`src/rtl/fft_peak_detect_pkg.sv`:
```
// Shared FFT sizing and the {real, imag} bin packing used by the FFT top and its consumers.
// Pure declarations: no latency, no flow control.
package fft_peak_detect_pkg;

    localparam int FFT_W     = 16;
    localparam int FFT_N     = 8;
    localparam int FFT_LOG2N = 3;

    function automatic logic [2*FFT_W-1:0] pack_bin(input logic signed [FFT_W-1:0] re,
                                                    input logic signed [FFT_W-1:0] im);
        return {re, im};
    endfunction

    function automatic logic signed [FFT_W-1:0] bin_re(input logic [2*FFT_W-1:0] d);
        return d[2*FFT_W-1:FFT_W];
    endfunction

    function automatic logic signed [FFT_W-1:0] bin_im(input logic [2*FFT_W-1:0] d);
        return d[FFT_W-1:0];
    endfunction

endpackage

```
`src/rtl/fft_mag_sq.sv`:
```
// Squared-magnitude pipeline re^2+im^2 with valid and bin tag carried alongside.
// Three register stages; never stalls, idle beats only shift valid low.
module fft_mag_sq #(
    parameter int W     = 16,
    parameter int LOG2N = 3
) (
    input  logic               clk,
    input  logic               rst_n,
    input  logic               valid,
    input  logic [2*W-1:0]     data,
    input  logic [LOG2N-1:0]   bin,
    output logic               mag_valid,
    output logic [2*W-1:0]     mag,
    output logic [LOG2N-1:0]   mag_bin
);

    logic                    s1_vld;
    logic signed [W-1:0]     s1_re;
    logic signed [W-1:0]     s1_im;
    logic [LOG2N-1:0]        s1_bin;

    logic                    s2_vld;
    logic signed [2*W-1:0]   s2_re2;
    logic signed [2*W-1:0]   s2_im2;
    logic [LOG2N-1:0]        s2_bin;

    // Sign-extend before squaring so the full 2W-bit product is formed.
    logic signed [2*W-1:0]   re_x;
    logic signed [2*W-1:0]   im_x;

    assign re_x = {{W{s1_re[W-1]}}, s1_re};
    assign im_x = {{W{s1_im[W-1]}}, s1_im};

    always_ff @(posedge clk or negedge rst_n) begin
        if (!rst_n) begin
            s1_vld    <= 1'b0;
            s1_re     <= '0;
            s1_im     <= '0;
            s1_bin    <= '0;
            s2_vld    <= 1'b0;
            s2_re2    <= '0;
            s2_im2    <= '0;
            s2_bin    <= '0;
            mag_valid <= 1'b0;
            mag       <= '0;
            mag_bin   <= '0;
        end else begin
            s1_vld    <= valid;
            s2_vld    <= s1_vld;
            mag_valid <= s2_vld;
            if (valid) begin
                s1_re  <= data[2*W-1:W];
                s1_im  <= data[W-1:0];
                s1_bin <= bin;
            end
            if (s1_vld) begin
                s2_re2 <= re_x * re_x;
                s2_im2 <= im_x * im_x;
                s2_bin <= s1_bin;
            end
            // Each square is at most 2^(2W-2), so the sum never exceeds 2^(2W-1).
            if (s2_vld) begin
                mag     <= $unsigned(s2_re2) + $unsigned(s2_im2);
                mag_bin <= s2_bin;
            end
        end
    end

endmodule

```
`src/rtl/fft_peak_detect.sv`:
```
// Streams |X[k]|^2 per FFT bin (3-cycle latency) and reports the strongest bin once per frame.
// No backpressure: accepts a bin on every valid beat; frame pulse comes one cycle after bin N-1's magnitude.
module fft_peak_detect
    import fft_peak_detect_pkg::*;
#(
    parameter int W       = FFT_W,
    parameter int N       = FFT_N,
    parameter int LOG2N   = FFT_LOG2N,
    parameter int SKIP_DC = 0
) (
    input  logic               clk,
    input  logic               rst_n,
    input  logic               w_axi_valid,
    input  logic [2*W-1:0]     i_axi,
    input  logic               i_sof,
    output logic               o_mag_valid,
    output logic [2*W-1:0]     o_mag,
    output logic [LOG2N-1:0]   o_mag_bin,
    output logic               o_peak_valid,
    output logic [LOG2N-1:0]   o_peak_bin,
    output logic [2*W-1:0]     o_peak_mag
);

    localparam logic             SKIP      = (SKIP_DC != 0);
    localparam logic [LOG2N-1:0] FIRST_BIN = SKIP ? LOG2N'(1) : LOG2N'(0);
    localparam logic [LOG2N-1:0] LAST_BIN  = LOG2N'(N - 1);

    logic [LOG2N-1:0] bin_cnt;
    logic [LOG2N-1:0] beat_bin;

    logic [2*W-1:0]   run_max;
    logic [LOG2N-1:0] run_idx;
    logic             take;
    logic [2*W-1:0]   nxt_max;
    logic [LOG2N-1:0] nxt_idx;
    logic             frame_end;

    // i_sof resynchronises the count; N is a power of two so wrap is free.
    assign beat_bin = i_sof ? '0 : bin_cnt;

    always_ff @(posedge clk or negedge rst_n) begin
        if (!rst_n) begin
            bin_cnt <= '0;
        end else if (w_axi_valid) begin
            bin_cnt <= beat_bin + 1'b1;
        end
    end

    fft_mag_sq #(
        .W     (W),
        .LOG2N (LOG2N)
    ) u_mag_sq (
        .clk       (clk),
        .rst_n     (rst_n),
        .valid     (w_axi_valid),
        .data      (i_axi),
        .bin       (beat_bin),
        .mag_valid (o_mag_valid),
        .mag       (o_mag),
        .mag_bin   (o_mag_bin)
    );

    // First bin of a frame loads unconditionally, which also discards any partial frame.
    always_comb begin
        take      = 1'b0;
        frame_end = 1'b0;
        if (o_mag_valid && !(SKIP && (o_mag_bin == '0))) begin
            take = (o_mag_bin == FIRST_BIN) || (o_mag > run_max);
        end
        if (o_mag_valid && (o_mag_bin == LAST_BIN)) begin
            frame_end = 1'b1;
        end
        nxt_max = take ? o_mag     : run_max;
        nxt_idx = take ? o_mag_bin : run_idx;
    end

    always_ff @(posedge clk or negedge rst_n) begin
        if (!rst_n) begin
            run_max      <= '0;
            run_idx      <= '0;
            o_peak_valid <= 1'b0;
            o_peak_bin   <= '0;
            o_peak_mag   <= '0;
        end else begin
            o_peak_valid <= frame_end;
            if (o_mag_valid) begin
                run_max <= nxt_max;
                run_idx <= nxt_idx;
            end
            if (frame_end) begin
                o_peak_bin <= nxt_idx;
                o_peak_mag <= nxt_max;
            end
        end
    end

endmodule

```
`config.mk`:
```
export PLATFORM = sky130hd
export DESIGN_NAME = fft_peak_detect
export DESIGN_NICKNAME = d
export VERILOG_FILES = /design/src/rtl/fft_peak_detect_pkg.sv /design/src/rtl/fft_mag_sq.sv /design/src/rtl/fft_peak_detect.sv
export SDC_FILE = /design/constraint.sdc
export NUM_CORES = 2
export LEC_CHECK = 0
export ABC_AREA = 1
export BUFFER_PORTS_ARGS = -buffer_cell sky130_fd_sc_hd__buf_4
export CAP_MARGIN = 20
export CORE_ASPECT_RATIO = 0.6
export CORE_MARGIN = 1
export CORE_UTILIZATION = 35
export CTS_CLUSTER_DIAMETER = 100
export DETAILED_ROUTE_END_ITERATION = 8
export PLACE_DENSITY_LB_ADDON = 0.2
export SYNTH_ARGS = -nofsm -noshare
export SYNTH_HDL_FRONTEND = slang
export SYNTH_SLANG_ARGS = --single-unit
```
`constraint.sdc`:
```
create_clock -name clk -period 5.6 [get_ports clk]
set_input_delay 0.56 -clock clk [delete_from_list [all_inputs] [get_ports clk]]
set_output_delay 0.56 -clock clk [all_outputs]
set_load 0.01 [all_outputs]
```
==> results.toml <==
[yosys]
netlist_instances = 3568
yosysTopAreaCellShare_pct = 32.0
synth_nets = 4315
seq_area_frac_synth_pct = 18.1
async_reset_ff_share_pct = 100
ys_types = 49
avgSynthCellArea_um2 = 8.22
yosysWarningCount = 0
yosysTopAreaCell = "fa_1"
synth-edff-count = 0
syn-cell-area_um2 = 29300
synth-seq-cells = 212
synthFlopType = "dfrtp_1"
ys_top_cells_by_area = "fa_1, dfrtp_1, inv_1"

[global_route]
grt_start_max_net_pins = 113
grt_pass1_vias = 23800
antenna_found_initial = 1
grtUsageTotal_pct = 20.5
grt-ovfl-total = 0
grt_pass1_wl_um = 136000

[final_layout]
final_cell_count_no_fill = 5172
n_fill_cell = 8178
final_layout_size_suffix_gt1_share_pct = 24.1
fin_nets = 4781
area_growth_syn_to_layout_pct = 27.3
num_antenna_cells = 0

[clock_tree]
numCtsBuffers = 26
insertion_delay_ps = 600
cts-root-buf = "clkbuf_16"
tritoncts = "yes"
cts_num_sinks = 212
htree_num_levels = 1
clock_path_buffers = 3
path_clk_slew_ps = 70

[routing]
wl_per_cell_um = 16.6
wl_met2_um = 31300
wl_met1_um = 47200
routed_wl_um = 85900
route.met3.wl_um = 6440
viasPerCell = 4.63
routed-via-count = 23900
dr.pass1.iters = 8
highest_layer = "met4"
drc = 0
antenna_left = 0
first_iter_violations = 1716

[floorplanning]
initial_utilization_pct = 35.7
die_h_um = 226
die_area_um2 = 84900
core_region_area_um2 = 82200
pin_count = 108
std_cell_rows = 81
dieWidth_um = 376

[setup_path]
cp.required_ps = 6090
critPathMaxStageDelay_ps = 620
worstPathArrival_ps = 6110
cp_cell_sequence = "buf_4, nand2_1, inv_1, fa_2, fa_2, buf_8, fa_1, inv_2, fa_1, fa_2, fa_1, inv_1, ha_4, inv_1, nor3_2, buf_4, nand4_1, nand3_2, nand2_1, nand3_1, nand2_1"
end_kind = "register"
crit_buf_inv = 7
cp_slowest_cell = "fa_2"
worstSetupPathType = "reg -> reg"
cp_top_family = "adder cells"
path_max_fanout = 6
startpoint_type = "register"

[timing]
finClkSkew_ps = 20.8
setup_viol = 1
rsz0062_at_grt = "true"
relSlewSlack_pct = 39.2
finalHoldViolations = 0
setup_ws_ps = -23.0
drv_slew = 0
fmax_mhz = 178
finalCriticalPeriod_ps = 5620
tightest_slew_ps = 912
finalCritPeriodShare_pct = 100

[worst_hold_path]
hold_class = "in -> async"

[placement]
dpl.hpwl_um = 70700
io_buffers = 107
placed_cells = 5072
gp_congestion = 0.938

[flow_run]
cap_violations = 0

[outcome]
violations = "setup timing"
status = "finished with violations"
-- synth_stat cells (27+ instances only) --
cell      number
a21oi_1      119
and2_1        34
clkbuf_1      94
dfrtp_1      212
fa_1         468
ha_1         243
inv_1        884
nand2_1      772
nand3_1      148
nand4_1       27
nor2_1       150
nor3_1        28
o21ai_0      134
o21bai_1      27
xnor2_1       36
xor2_1        38
-- repair_timing --
action / CTS / global route
buffers inserted: 9 / 46
setup endpoints to repair: 31 / 41
pin swaps: 14 / 170
hold buffers: 0 / 0
cloned: 0 / 0
resized for setup: 91 / 398
-- cell families after synthesis --
kind of cell | count (synthesis) | share of synthesized area, %
simple gates | 1220 | 17.6
buf+inv | 998 | 12.9
fa+ha+maj | 711 | 42.3
compound gates | 353 | 6.84
flops | 212 | 18.1
xor+xnor | 74 | 2.21
-- through the flow --
step	setup TNS, ps	util [%]	area [um2]	worst slack (ps)	hold WS [ps]
final	-23.0	45.4	37300	-23.0	14.9
after detailed placement	-5300	41.5	34100	-437	464
after floorplan	-10.9	-	29300	-10.9	264
after global routing	-2110	45.4	37300	-190	75.3
after global placement	-5450	41.5	34100	-495	457
after CTS	-3.66	43.1	35400	-3.66	47.7
-- final cells by class --
cell class | instances | area, um2 | share of cell area, %
inverter | 889 | 3350 | 8.98
tap | 1120 | 1400 | 3.76
sequential | 212 | 5330 | 14.3
multi-input combinational | 2358 | 21800 | 58.4
clock buffer | 31 | 699 | 1.87
clock inverter | 15 | 173 | 0.463
timing repair buffer | 547 | 4560 | 12.2
-- layer usage --
| metal | track usage, % | vias up |
|---|---|---|
| met5 | 0 | - |
| met4 | 2.40 | 0 |
| met3 | 3.94 | 55 |
| met2 | 25.8 | 601 |
| met1 | 35.3 | 11600 |
| li1 | - | 11700 |
-- cells in the final DEF (no fill, tap or decap), types with 28 or more instances in the layout --
cell     count
inv_1      831
nand2_1    703
buf_4      480
fa_1       434
ha_1       203
dfrtp_1    191
nand3_1    129
nor2_1     121
o21ai_0    105
a21oi_1     86
nand2_2     55
inv_2       51
buf_6       43
ha_4        39
xnor2_1     36
xor2_1      35
and2_1      34
fa_2        34
a21oi_2     28
-- worst reg2reg max path, cell delays in order (launching register included) --
cell and delay (ps):
dfrtp_2 440, buf_4 160, nand2_1 60, inv_1 60, fa_2 620, fa_2 520
buf_8 170, fa_1 560, inv_2 70, fa_1 580, fa_2 450, fa_1 510
inv_1 70, ha_4 270, inv_1 50, nor3_2 220, buf_4 180, nand4_1 190
nand3_2 130, nand2_1 50, nand3_1 90, nand2_1 50
-- registers in the layout, summed over array words and instances (netlist names), 16 cells and up --
| signal | cells |
|---|---|
| u_mag_sq.s1_re | 16 |
| run_max | 32 |
| u_mag_sq.s2_im2 | 31 |
| u_mag_sq.s1_im | 16 |
| o_peak_mag | 32 |
| u_mag_sq.s2_re2 | 31 |
| u_mag_sq.mag | 32 |
-- final timing paths --
path | from | end | slack, ps | cells after the start
setup / recovery | u_mag_sq.s1_re[15] | u_mag_sq.s2_re2[31] | -20 | 21
hold / removal | rst_n | o_peak_mag[1] | 10 | 1
setup reg to reg | u_mag_sq.s1_re[15] | u_mag_sq.s2_re2[31] | -20 | 21
hold reg to reg | run_idx[0] | run_idx[0] | 470 | 2
max in group asynchronous | rst_n | u_mag_sq.s1_re[12] | 4330 | 2
min in group clk | i_axi[9] | u_mag_sq.s1_im[9] | 160 | 3
Power is left out: the tool's default activity adds up to more than one toggle a clock period on the data nets, which glitch-free logic cannot reach.
